`config.mk`:
```
export PLATFORM = sky130hd
export DESIGN_NAME = inst_fetch_queue_flat
export DESIGN_NICKNAME = d
export VERILOG_FILES = /design/src/rtl/inst_fetch_queue_if.sv /design/src/rtl/inst_fetch_queue.sv /design/src/flat_wrapper.sv
export SDC_FILE = /design/constraint.sdc
export NUM_CORES = 1
export LEC_CHECK = 0
export ABC_AREA = 1
export CAP_MARGIN = 20
export CELL_PAD_IN_SITES_DETAIL_PLACEMENT = 1
export CELL_PAD_IN_SITES_GLOBAL_PLACEMENT = 1
export CORE_MARGIN = 2
export CORE_UTILIZATION = 49
export CTS_BUF_LIST = sky130_fd_sc_hd__clkbuf_4
export DETAILED_ROUTE_END_ITERATION = 8
export PLACE_DENSITY = 0.89
export SYNTH_ARGS = -nofsm -noshare
export SYNTH_HDL_FRONTEND = slang
export SYNTH_SLANG_ARGS = --single-unit
```
`constraint.sdc`:
```
create_clock -name clk -period 10.2 [get_ports clk]
set_clock_uncertainty 0.2 [all_clocks]
set_input_delay 2.04 -clock clk [delete_from_list [all_inputs] [get_ports clk]]
set_output_delay 2.04 -clock clk [all_outputs]
set_load 0.005 [all_outputs]
```
`src/rtl/inst_fetch_queue_if.sv`:
```
// Bridge instruction port, redirect input and decode-side queue head of the fetch front end.
// master is the fetch unit; slave is the bridge/decode/redirect side.
interface inst_fetch_queue_if;
    logic        inst_req;
    logic [31:0] inst_addr;
    logic        inst_addr_ok;
    logic        inst_data_ok;
    logic [31:0] inst_rdata;
    logic        redirect_valid;
    logic [31:0] redirect_pc;
    logic        out_valid;
    logic        out_ready;
    logic [31:0] out_pc;
    logic [31:0] out_inst;
    logic        out_adef;

    modport master (
        output inst_req, inst_addr, out_valid, out_pc, out_inst, out_adef,
        input  inst_addr_ok, inst_data_ok, inst_rdata, redirect_valid, redirect_pc, out_ready
    );

    modport slave (
        input  inst_req, inst_addr, out_valid, out_pc, out_inst, out_adef,
        output inst_addr_ok, inst_data_ok, inst_rdata, redirect_valid, redirect_pc, out_ready
    );
endinterface

```
`src/rtl/inst_fetch_queue.sv`:
```
// Sequential instruction fetch with one outstanding bridge request and an in-order decode queue.
// Redirects flush the queue; a misaligned PC becomes an address-error entry and fetch halts.
module inst_fetch_queue #(
    parameter int unsigned DEPTH    = 4,
    parameter logic [31:0] RESET_PC = 32'hbfc0_0000
) (
    input logic                clk,
    input logic                rst_p,
    inst_fetch_queue_if.master bus
);
    localparam int unsigned PW   = $clog2(DEPTH);
    localparam logic [PW:0] FULL = (PW+1)'(DEPTH);

    typedef enum logic [1:0] {
        S_REQ,
        S_WAIT,
        S_DISCARD,
        S_HALT
    } state_t;

    state_t        state, state_next;
    logic [31:0]   pc, pc_next;
    logic [31:0]   req_pc, req_pc_next;
    logic [PW-1:0] rd_ptr, wr_ptr;
    logic [PW:0]   count;

    logic [31:0]   q_pc   [DEPTH];
    logic [31:0]   q_inst [DEPTH];
    logic          q_adef [DEPTH];

    logic          has_space;
    logic          pc_aligned;
    logic          head_valid;
    logic          flush;
    logic          push;
    logic          pop;
    logic [31:0]   push_pc;
    logic [31:0]   push_inst;
    logic          push_adef;

    assign has_space  = count < FULL;
    assign pc_aligned = pc[1:0] == 2'b00;
    assign head_valid = count != '0;

    // A request only goes out when a queue slot is free, so its returned word always fits.
    assign bus.inst_req  = (state == S_REQ) && has_space && !bus.redirect_valid && pc_aligned;
    assign bus.inst_addr = pc;

    assign bus.out_valid = head_valid && !bus.redirect_valid;
    assign bus.out_pc    = head_valid ? q_pc[rd_ptr]   : 32'h0;
    assign bus.out_inst  = head_valid ? q_inst[rd_ptr] : 32'h0;
    assign bus.out_adef  = head_valid ? q_adef[rd_ptr] : 1'b0;

    assign pop = bus.out_valid && bus.out_ready;

    always_ff @(posedge clk or posedge rst_p) begin
        if (rst_p) begin
            state  <= S_REQ;
            pc     <= RESET_PC;
            req_pc <= 32'h0;
        end else begin
            state  <= state_next;
            pc     <= pc_next;
            req_pc <= req_pc_next;
        end
    end

    always_comb begin
        state_next  = state;
        pc_next     = pc;
        req_pc_next = req_pc;
        flush       = 1'b0;
        push        = 1'b0;
        push_pc     = req_pc;
        push_inst   = bus.inst_rdata;
        push_adef   = 1'b0;

        case (state)
            S_REQ: begin
                if (bus.redirect_valid) begin
                    flush   = 1'b1;
                    pc_next = bus.redirect_pc;
                end else if (!pc_aligned) begin
                    if (has_space) begin
                        push       = 1'b1;
                        push_pc    = pc;
                        push_inst  = 32'h0;
                        push_adef  = 1'b1;
                        state_next = S_HALT;
                    end
                end else if (bus.inst_req && bus.inst_addr_ok) begin
                    req_pc_next = pc;
                    pc_next     = pc + 32'd4;
                    state_next  = S_WAIT;
                end
            end
            S_WAIT: begin
                if (bus.redirect_valid) begin
                    flush      = 1'b1;
                    pc_next    = bus.redirect_pc;
                    state_next = bus.inst_data_ok ? S_REQ : S_DISCARD;
                end else if (bus.inst_data_ok) begin
                    push       = 1'b1;
                    state_next = S_REQ;
                end
            end
            // The stale response still has to be absorbed before a new request can go out.
            S_DISCARD: begin
                if (bus.redirect_valid) begin
                    flush      = 1'b1;
                    pc_next    = bus.redirect_pc;
                    state_next = bus.inst_data_ok ? S_REQ : S_DISCARD;
                end else if (bus.inst_data_ok) begin
                    state_next = S_REQ;
                end
            end
            S_HALT: begin
                if (bus.redirect_valid) begin
                    flush      = 1'b1;
                    pc_next    = bus.redirect_pc;
                    state_next = S_REQ;
                end
            end
            default: state_next = S_REQ;
        endcase
    end

    // Pointers wrap naturally; push and pop in one cycle leave the count unchanged.
    always_ff @(posedge clk or posedge rst_p) begin
        if (rst_p) begin
            count  <= '0;
            rd_ptr <= '0;
            wr_ptr <= '0;
        end else if (flush) begin
            count  <= '0;
            rd_ptr <= '0;
            wr_ptr <= '0;
        end else begin
            if (push) begin
                wr_ptr <= wr_ptr + PW'(1);
            end
            if (pop) begin
                rd_ptr <= rd_ptr + PW'(1);
            end
            case ({push, pop})
                2'b10:   count <= count + (PW+1)'(1);
                2'b01:   count <= count - (PW+1)'(1);
                default: count <= count;
            endcase
        end
    end

    always_ff @(posedge clk) begin
        if (push && !flush) begin
            q_pc[wr_ptr]   <= push_pc;
            q_inst[wr_ptr] <= push_inst;
            q_adef[wr_ptr] <= push_adef;
        end
    end
endmodule

```
`src/flat_wrapper.sv`:
```
// flat-port wrapper written by rule: the top's interface ports become plain ports
module inst_fetch_queue_flat 
#(
    parameter int unsigned DEPTH    = 4,
    parameter logic [31:0] RESET_PC = 32'hbfc0_0000
)
  (clk, rst_p, bus_inst_req, bus_inst_addr, bus_out_valid, bus_out_pc, bus_out_inst, bus_out_adef, bus_inst_addr_ok, bus_inst_data_ok, bus_inst_rdata, bus_redirect_valid, bus_redirect_pc, bus_out_ready);
  inst_fetch_queue_if bus_i ();
  input logic clk;
  input logic rst_p;
  output wire logic [$bits(bus_i.inst_req)-1:0] bus_inst_req;
  output wire logic [$bits(bus_i.inst_addr)-1:0] bus_inst_addr;
  output wire logic [$bits(bus_i.out_valid)-1:0] bus_out_valid;
  output wire logic [$bits(bus_i.out_pc)-1:0] bus_out_pc;
  output wire logic [$bits(bus_i.out_inst)-1:0] bus_out_inst;
  output wire logic [$bits(bus_i.out_adef)-1:0] bus_out_adef;
  input wire logic [$bits(bus_i.inst_addr_ok)-1:0] bus_inst_addr_ok;
  input wire logic [$bits(bus_i.inst_data_ok)-1:0] bus_inst_data_ok;
  input wire logic [$bits(bus_i.inst_rdata)-1:0] bus_inst_rdata;
  input wire logic [$bits(bus_i.redirect_valid)-1:0] bus_redirect_valid;
  input wire logic [$bits(bus_i.redirect_pc)-1:0] bus_redirect_pc;
  input wire logic [$bits(bus_i.out_ready)-1:0] bus_out_ready;
  assign bus_inst_req = bus_i.inst_req;
  assign bus_inst_addr = bus_i.inst_addr;
  assign bus_out_valid = bus_i.out_valid;
  assign bus_out_pc = bus_i.out_pc;
  assign bus_out_inst = bus_i.out_inst;
  assign bus_out_adef = bus_i.out_adef;
  assign bus_i.inst_addr_ok = bus_inst_addr_ok;
  assign bus_i.inst_data_ok = bus_inst_data_ok;
  assign bus_i.inst_rdata = bus_inst_rdata;
  assign bus_i.redirect_valid = bus_redirect_valid;
  assign bus_i.redirect_pc = bus_redirect_pc;
  assign bus_i.out_ready = bus_out_ready;
  inst_fetch_queue #(.DEPTH(DEPTH), .RESET_PC(RESET_PC)) u_core (.clk(clk), .rst_p(rst_p), .bus(bus_i));
endmodule
```
==> metrics.txt <==
# TYPE chip_impl_metric gauge
chip_impl_info{name="outcome",value="completed"} 1
chip_impl_info{name="mostFrequentLayoutCell",value="sky130_fd_sc_hd__nor2_1"} 1
chip_impl_metric{name="fp.dieArea",unit="um^2"} 31500
chip_impl_metric{name="max_freq",unit="GHz"} 0.155
chip_impl_metric{name="post-cts-setup-buffers",unit=""} 0
chip_impl_info{name="critical_path.most_common_cell",value="sky130_fd_sc_hd__clkdlybuf4s50_1"} 1
chip_impl_info{name="cts-root-buf",value="sky130_fd_sc_hd__clkbuf_4"} 1
chip_impl_info{name="commonest_non_fill_non_tap_cells_in_the_layout",value="361 x sky130_fd_sc_hd__nor2_1, 260 x sky130_fd_sc_hd__edfxtp_1, 226 x sky130_fd_sc_hd__nand2_1"} 1
chip_impl_metric{name="critical_path.n_buffers_inverters",unit=""} 3
chip_impl_metric{name="gpl.final_weighted_congestion",unit=""} 0.805
chip_impl_metric{name="synth_area",unit="um^2"} 14700
chip_impl_metric{name="routed_wire_length_per_instance",unit="um"} 20.3
chip_impl_metric{name="drv.max_cap_violation_count",unit=""} 0
chip_impl_metric{name="floorplan.initialDensity",unit="%"} 49.8
chip_impl_metric{name="fin_area",unit="um^2"} 17800
chip_impl_metric{name="cts_buffers",unit=""} 84
chip_impl_metric{name="finalWirelength",unit="um"} 43400
chip_impl_metric{name="remaining_drc_errors",unit=""} 0
chip_impl_metric{name="postCtsResizedCells",unit=""} 0
chip_impl_metric{name="fp.dieW",unit="um"} 177
chip_impl_metric{name="synth_cell_types",unit=""} 35
chip_impl_info{name="cts_tree",value="done"} 1
chip_impl_metric{name="total_overflow_reported_by_the_global_router",unit=""} 0
chip_impl_metric{name="finalMaxSlewViolations",unit=""} 0
chip_impl_metric{name="layout-area-overhead-vs-synth",unit="%"} 20.9
chip_impl_metric{name="timing.final.crit_share",unit="%"} 63.2
chip_impl_info{name="worstPathCellList",value="clkdlybuf4s50_1, nor2_4, buf_4, nand2_1, nor2_1, clkdlybuf4s50_1"} 1
chip_impl_metric{name="synth.yosys.seq_area_share",unit="%"} 65.4
chip_impl_info{name="critical_path.reg2reg.startpoint",value="u_core.state[0]"} 1
chip_impl_metric{name="finish.net_count",unit=""} 1761
chip_impl_metric{name="synth_nets",unit=""} 1573
chip_impl_metric{name="regToRegSetupSlack",unit="ns"} 6.18
chip_impl_metric{name="max_slew_margin",unit="%"} 29.3
chip_impl_metric{name="worst_path_largest_cell_delay",unit="ns"} 0.64
chip_impl_metric{name="placementRows",unit=""} 63
chip_impl_metric{name="finalHoldViolations",unit=""} 0
chip_impl_info{name="worstSetupStartpointType",value="input pin"} 1
chip_impl_metric{name="grt_first_pass_wirelength",unit="um"} 67100
chip_impl_info{name="holdPathEnd",value="u_core.req_pc[0]"} 1
chip_impl_metric{name="clockBufferDepth",unit=""} 3
chip_impl_info{name="worst_setup_path_end_kind",value="primary output"} 1
chip_impl_metric{name="via_count",unit=""} 11800
chip_impl_info{name="timing.hold.worst.start",value="u_core.req_pc[0]"} 1
chip_impl_metric{name="drt-pass1-iter-count",unit=""} 5
chip_impl_metric{name="grt.total_usage",unit="%"} 27.8
chip_impl_metric{name="power.static_leakage",unit="nW"} 6.91
chip_impl_metric{name="total_negative_slack_for_setup_checks",unit="ns"} 0
chip_impl_metric{name="worstSkewPairLatency",unit="ns"} 0.74
chip_impl_metric{name="worst_pin_slew",unit="ns"} 1.06
chip_impl_metric{name="drt_iter0_markers",unit=""} 984
chip_impl_metric{name="syn_inst",unit=""} 1493
chip_impl_metric{name="final.min_clock_period",unit="ns"} 6.44
chip_impl_info{name="min_path_type",value="reg -> reg"} 1
chip_impl_metric{name="worst_ep_required_time",unit="ns"} 7.96
chip_impl_metric{name="setup_viol",unit=""} 0
chip_impl_metric{name="design.portCount",unit=""} 169
chip_impl_metric{name="cts_clk_pin_slew_worst_paths",unit="ns"} 0.07
chip_impl_metric{name="fp.dieH",unit="um"} 177
chip_impl_metric{name="power-per-cell-area",unit="nW/um^2"} 273
chip_impl_metric{name="ir_worst_vdd",unit="mV"} 0.126
chip_impl_info{name="reg2reg_to",value="u_core.q_pc[1][5]"} 1
chip_impl_metric{name="via_count_of_the_first_global_routing_pass",unit=""} 12900
chip_impl_metric{name="tritoncts_num_sinks",unit=""} 333
chip_impl_metric{name="routed_via_density",unit=""} 5.50
chip_impl_metric{name="crit_arrival",unit="ns"} 4.20
chip_impl_info{name="worst_path_dominant_cell_family",value="buffers and inverters"} 1
chip_impl_metric{name="grt_antenna_before_repair",unit=""} 1
chip_impl_metric{name="number_of_routed_nets_with_antenna_violations",unit=""} 0
chip_impl_metric{name="maximum_number_of_pins_on_one_net_before_global_route_repair",unit=""} 82
chip_impl_metric{name="core-area",unit="um^2"} 29600
chip_impl_metric{name="hold_path_depth",unit=""} 2
chip_impl_metric{name="timing.critical_path.fanout_max",unit=""} 56
chip_impl_metric{name="dp_hpwl",unit="um"} 26000
chip_impl_info{name="critPathSlowestCell",value="sky130_fd_sc_hd__clkdlybuf4s50_1"} 1
chip_impl_metric{name="cts.hold.buffers_added",unit=""} 0
chip_impl_metric{name="drive_gt1_share",unit="%"} 10.5
chip_impl_metric{name="post_synth.cell_area_avg",unit="um^2"} 9.88
chip_impl_metric{name="place_area",unit="um^2"} 16700
chip_impl_metric{name="numPortBuffers",unit=""} 168
chip_impl_info{name="timing.setup.critical_path_class",value="in -> out"} 1
chip_impl_metric{name="worst_r2r_path_depth",unit=""} 7
chip_impl_info{name="grt_setup_unrepaired",value="false"} 1
chip_impl_metric{name="cts_htree_levels",unit=""} 3
chip_impl_metric{name="ys_seq_elements",unit=""} 333
chip_impl_metric{name="synthesis.yosys.warnings",unit=""} 0
==> state kept, by name, indices dropped and copies added, names as in the netlist <==
name	count
u_core.q_pc	128
u_core.state	2
u_core.q_inst	128
u_core.rd_ptr	2
u_core.q_adef	4
u_core.req_pc	32
u_core.count	3
u_core.bus.inst_addr	32
u_core.wr_ptr	2
==> report_power, final <==
part           leakage [nW]  switching [mW]  total (mW)  internal, mW
clock network         0.655           0.562        1.19         0.627
registers              3.25           0.184        2.03          1.85
logic                  3.00            1.06        1.66         0.599
==> worst reg2reg max path, stage by stage (launching register included) <==
cell and delay [ns]:
sky130_fd_sc_hd__dfrtp_1 0.42, sky130_fd_sc_hd__inv_1 0.07, sky130_fd_sc_hd__ha_1 0.28, sky130_fd_sc_hd__nand2_4 0.22, sky130_fd_sc_hd__nor2_8 0.67, sky130_fd_sc_hd__clkinv_1 0.84
sky130_fd_sc_hd__buf_4 0.49, sky130_fd_sc_hd__o21ai_0 0.54
==> cells in the mapped netlist <==
library cell,number,area share (%)
sky130_fd_sc_hd__inv_4,1,0.042
sky130_fd_sc_hd__and2_1,2,0.085
sky130_fd_sc_hd__clkbuf_1,38,0.97
sky130_fd_sc_hd__nor2_4,1,0.076
sky130_fd_sc_hd__a21oi_1,72,2.4
sky130_fd_sc_hd__buf_2,21,0.71
sky130_fd_sc_hd__nand3_4,1,0.12
sky130_fd_sc_hd__nand4_1,2,0.085
sky130_fd_sc_hd__a31oi_4,1,0.14
sky130_fd_sc_hd__inv_1,104,2.6
sky130_fd_sc_hd__buf_1,12,0.31
sky130_fd_sc_hd__xnor2_1,2,0.12
sky130_fd_sc_hd__o21ai_0,221,7.5
sky130_fd_sc_hd__dfstp_2,9,1.6
sky130_fd_sc_hd__a22oi_1,4,0.20
sky130_fd_sc_hd__edfxtp_1,260,53
sky130_fd_sc_hd__buf_6,4,0.31
sky130_fd_sc_hd__nor3_1,3,0.10
sky130_fd_sc_hd__a31oi_1,2,0.085
sky130_fd_sc_hd__o22ai_1,7,0.30
sky130_fd_sc_hd__nand3_1,39,1.3
sky130_fd_sc_hd__nor2_1,366,9.3
sky130_fd_sc_hd__inv_6,1,0.059
sky130_fd_sc_hd__nand2_1,226,5.8
sky130_fd_sc_hd__ha_1,9,0.76
sky130_fd_sc_hd__buf_4,3,0.15
sky130_fd_sc_hd__nor2_8,1,0.14
sky130_fd_sc_hd__inv_2,1,0.025
sky130_fd_sc_hd__or2_2,1,0.042
sky130_fd_sc_hd__fa_1,1,0.14
sky130_fd_sc_hd__nand3b_1,1,0.051
sky130_fd_sc_hd__nor2_2,9,0.38
sky130_fd_sc_hd__nand2_4,2,0.15
sky130_fd_sc_hd__o21ai_1,2,0.068
sky130_fd_sc_hd__dfrtp_1,64,11
==> metrics by stage <==
stage / instances / util, % / total power, mW / hold WS (ns) / setup slack, ns
detailed placement: 1985 / 56.3 / 3.67 / 0.265 / 3.73
CTS: 2137 / 60.1 / 4.90 / 0.287 / 3.73
floorplan: 1493 / - / 2.89 / 0.230 / 4.18
finish: 2138 / 60.1 / 4.87 / 0.275 / 3.76
global placement: 1985 / 56.3 / 3.54 / 0.249 / 3.74
global route: 2138 / 60.1 / 5.16 / 0.304 / 3.58
==> worst max-delay path by stage <==
stage	from	to	slack, ns	cells past startpoint
floorplan	bus_redirect_valid	u_core.q_adef[0]	4.18	6
global placement	bus_redirect_valid	bus_inst_req	3.74	6
detailed placement	bus_redirect_valid	bus_inst_req	3.73	6
CTS	bus_redirect_valid	bus_inst_req	3.73	6
global route	bus_redirect_valid	bus_inst_req	3.58	6
finish	bus_redirect_valid	bus_inst_req	3.76	6
==> kinds of logic after synthesis <==
family,share of synthesized area [%]
simple gates,17.6
compound gates,10.7
buf+inv,5.22
xor+xnor,0.119
fa+ha+maj,0.899
flops,65.4
==> final cells by class <==
| cell class | count | area (um^2) |
|---|---|---|
| Multi-Input combinational cell | 975 | 4370 |
| Clock inverter | 31 | 221 |
| Fill cell | 3296 | 11800 |
| Sequential cell | 333 | 9650 |
| Tap cell | 390 | 488 |
| Clock buffer | 121 | 908 |
| Inverter | 107 | 410 |
| Antenna cell | 1 | 2.50 |
| Timing Repair Buffer | 180 | 1770 |
==> layer usage <==
layer  up-vias  GRT usage [%]  routed length, um
li1       5421              -                  -
met1      5828           33.2              17600
met2       434           49.7              22400
met3        80           5.23               2400
met4         0           10.6               1120
met5         -              0                  0
(Power assumes the default switching activity.)
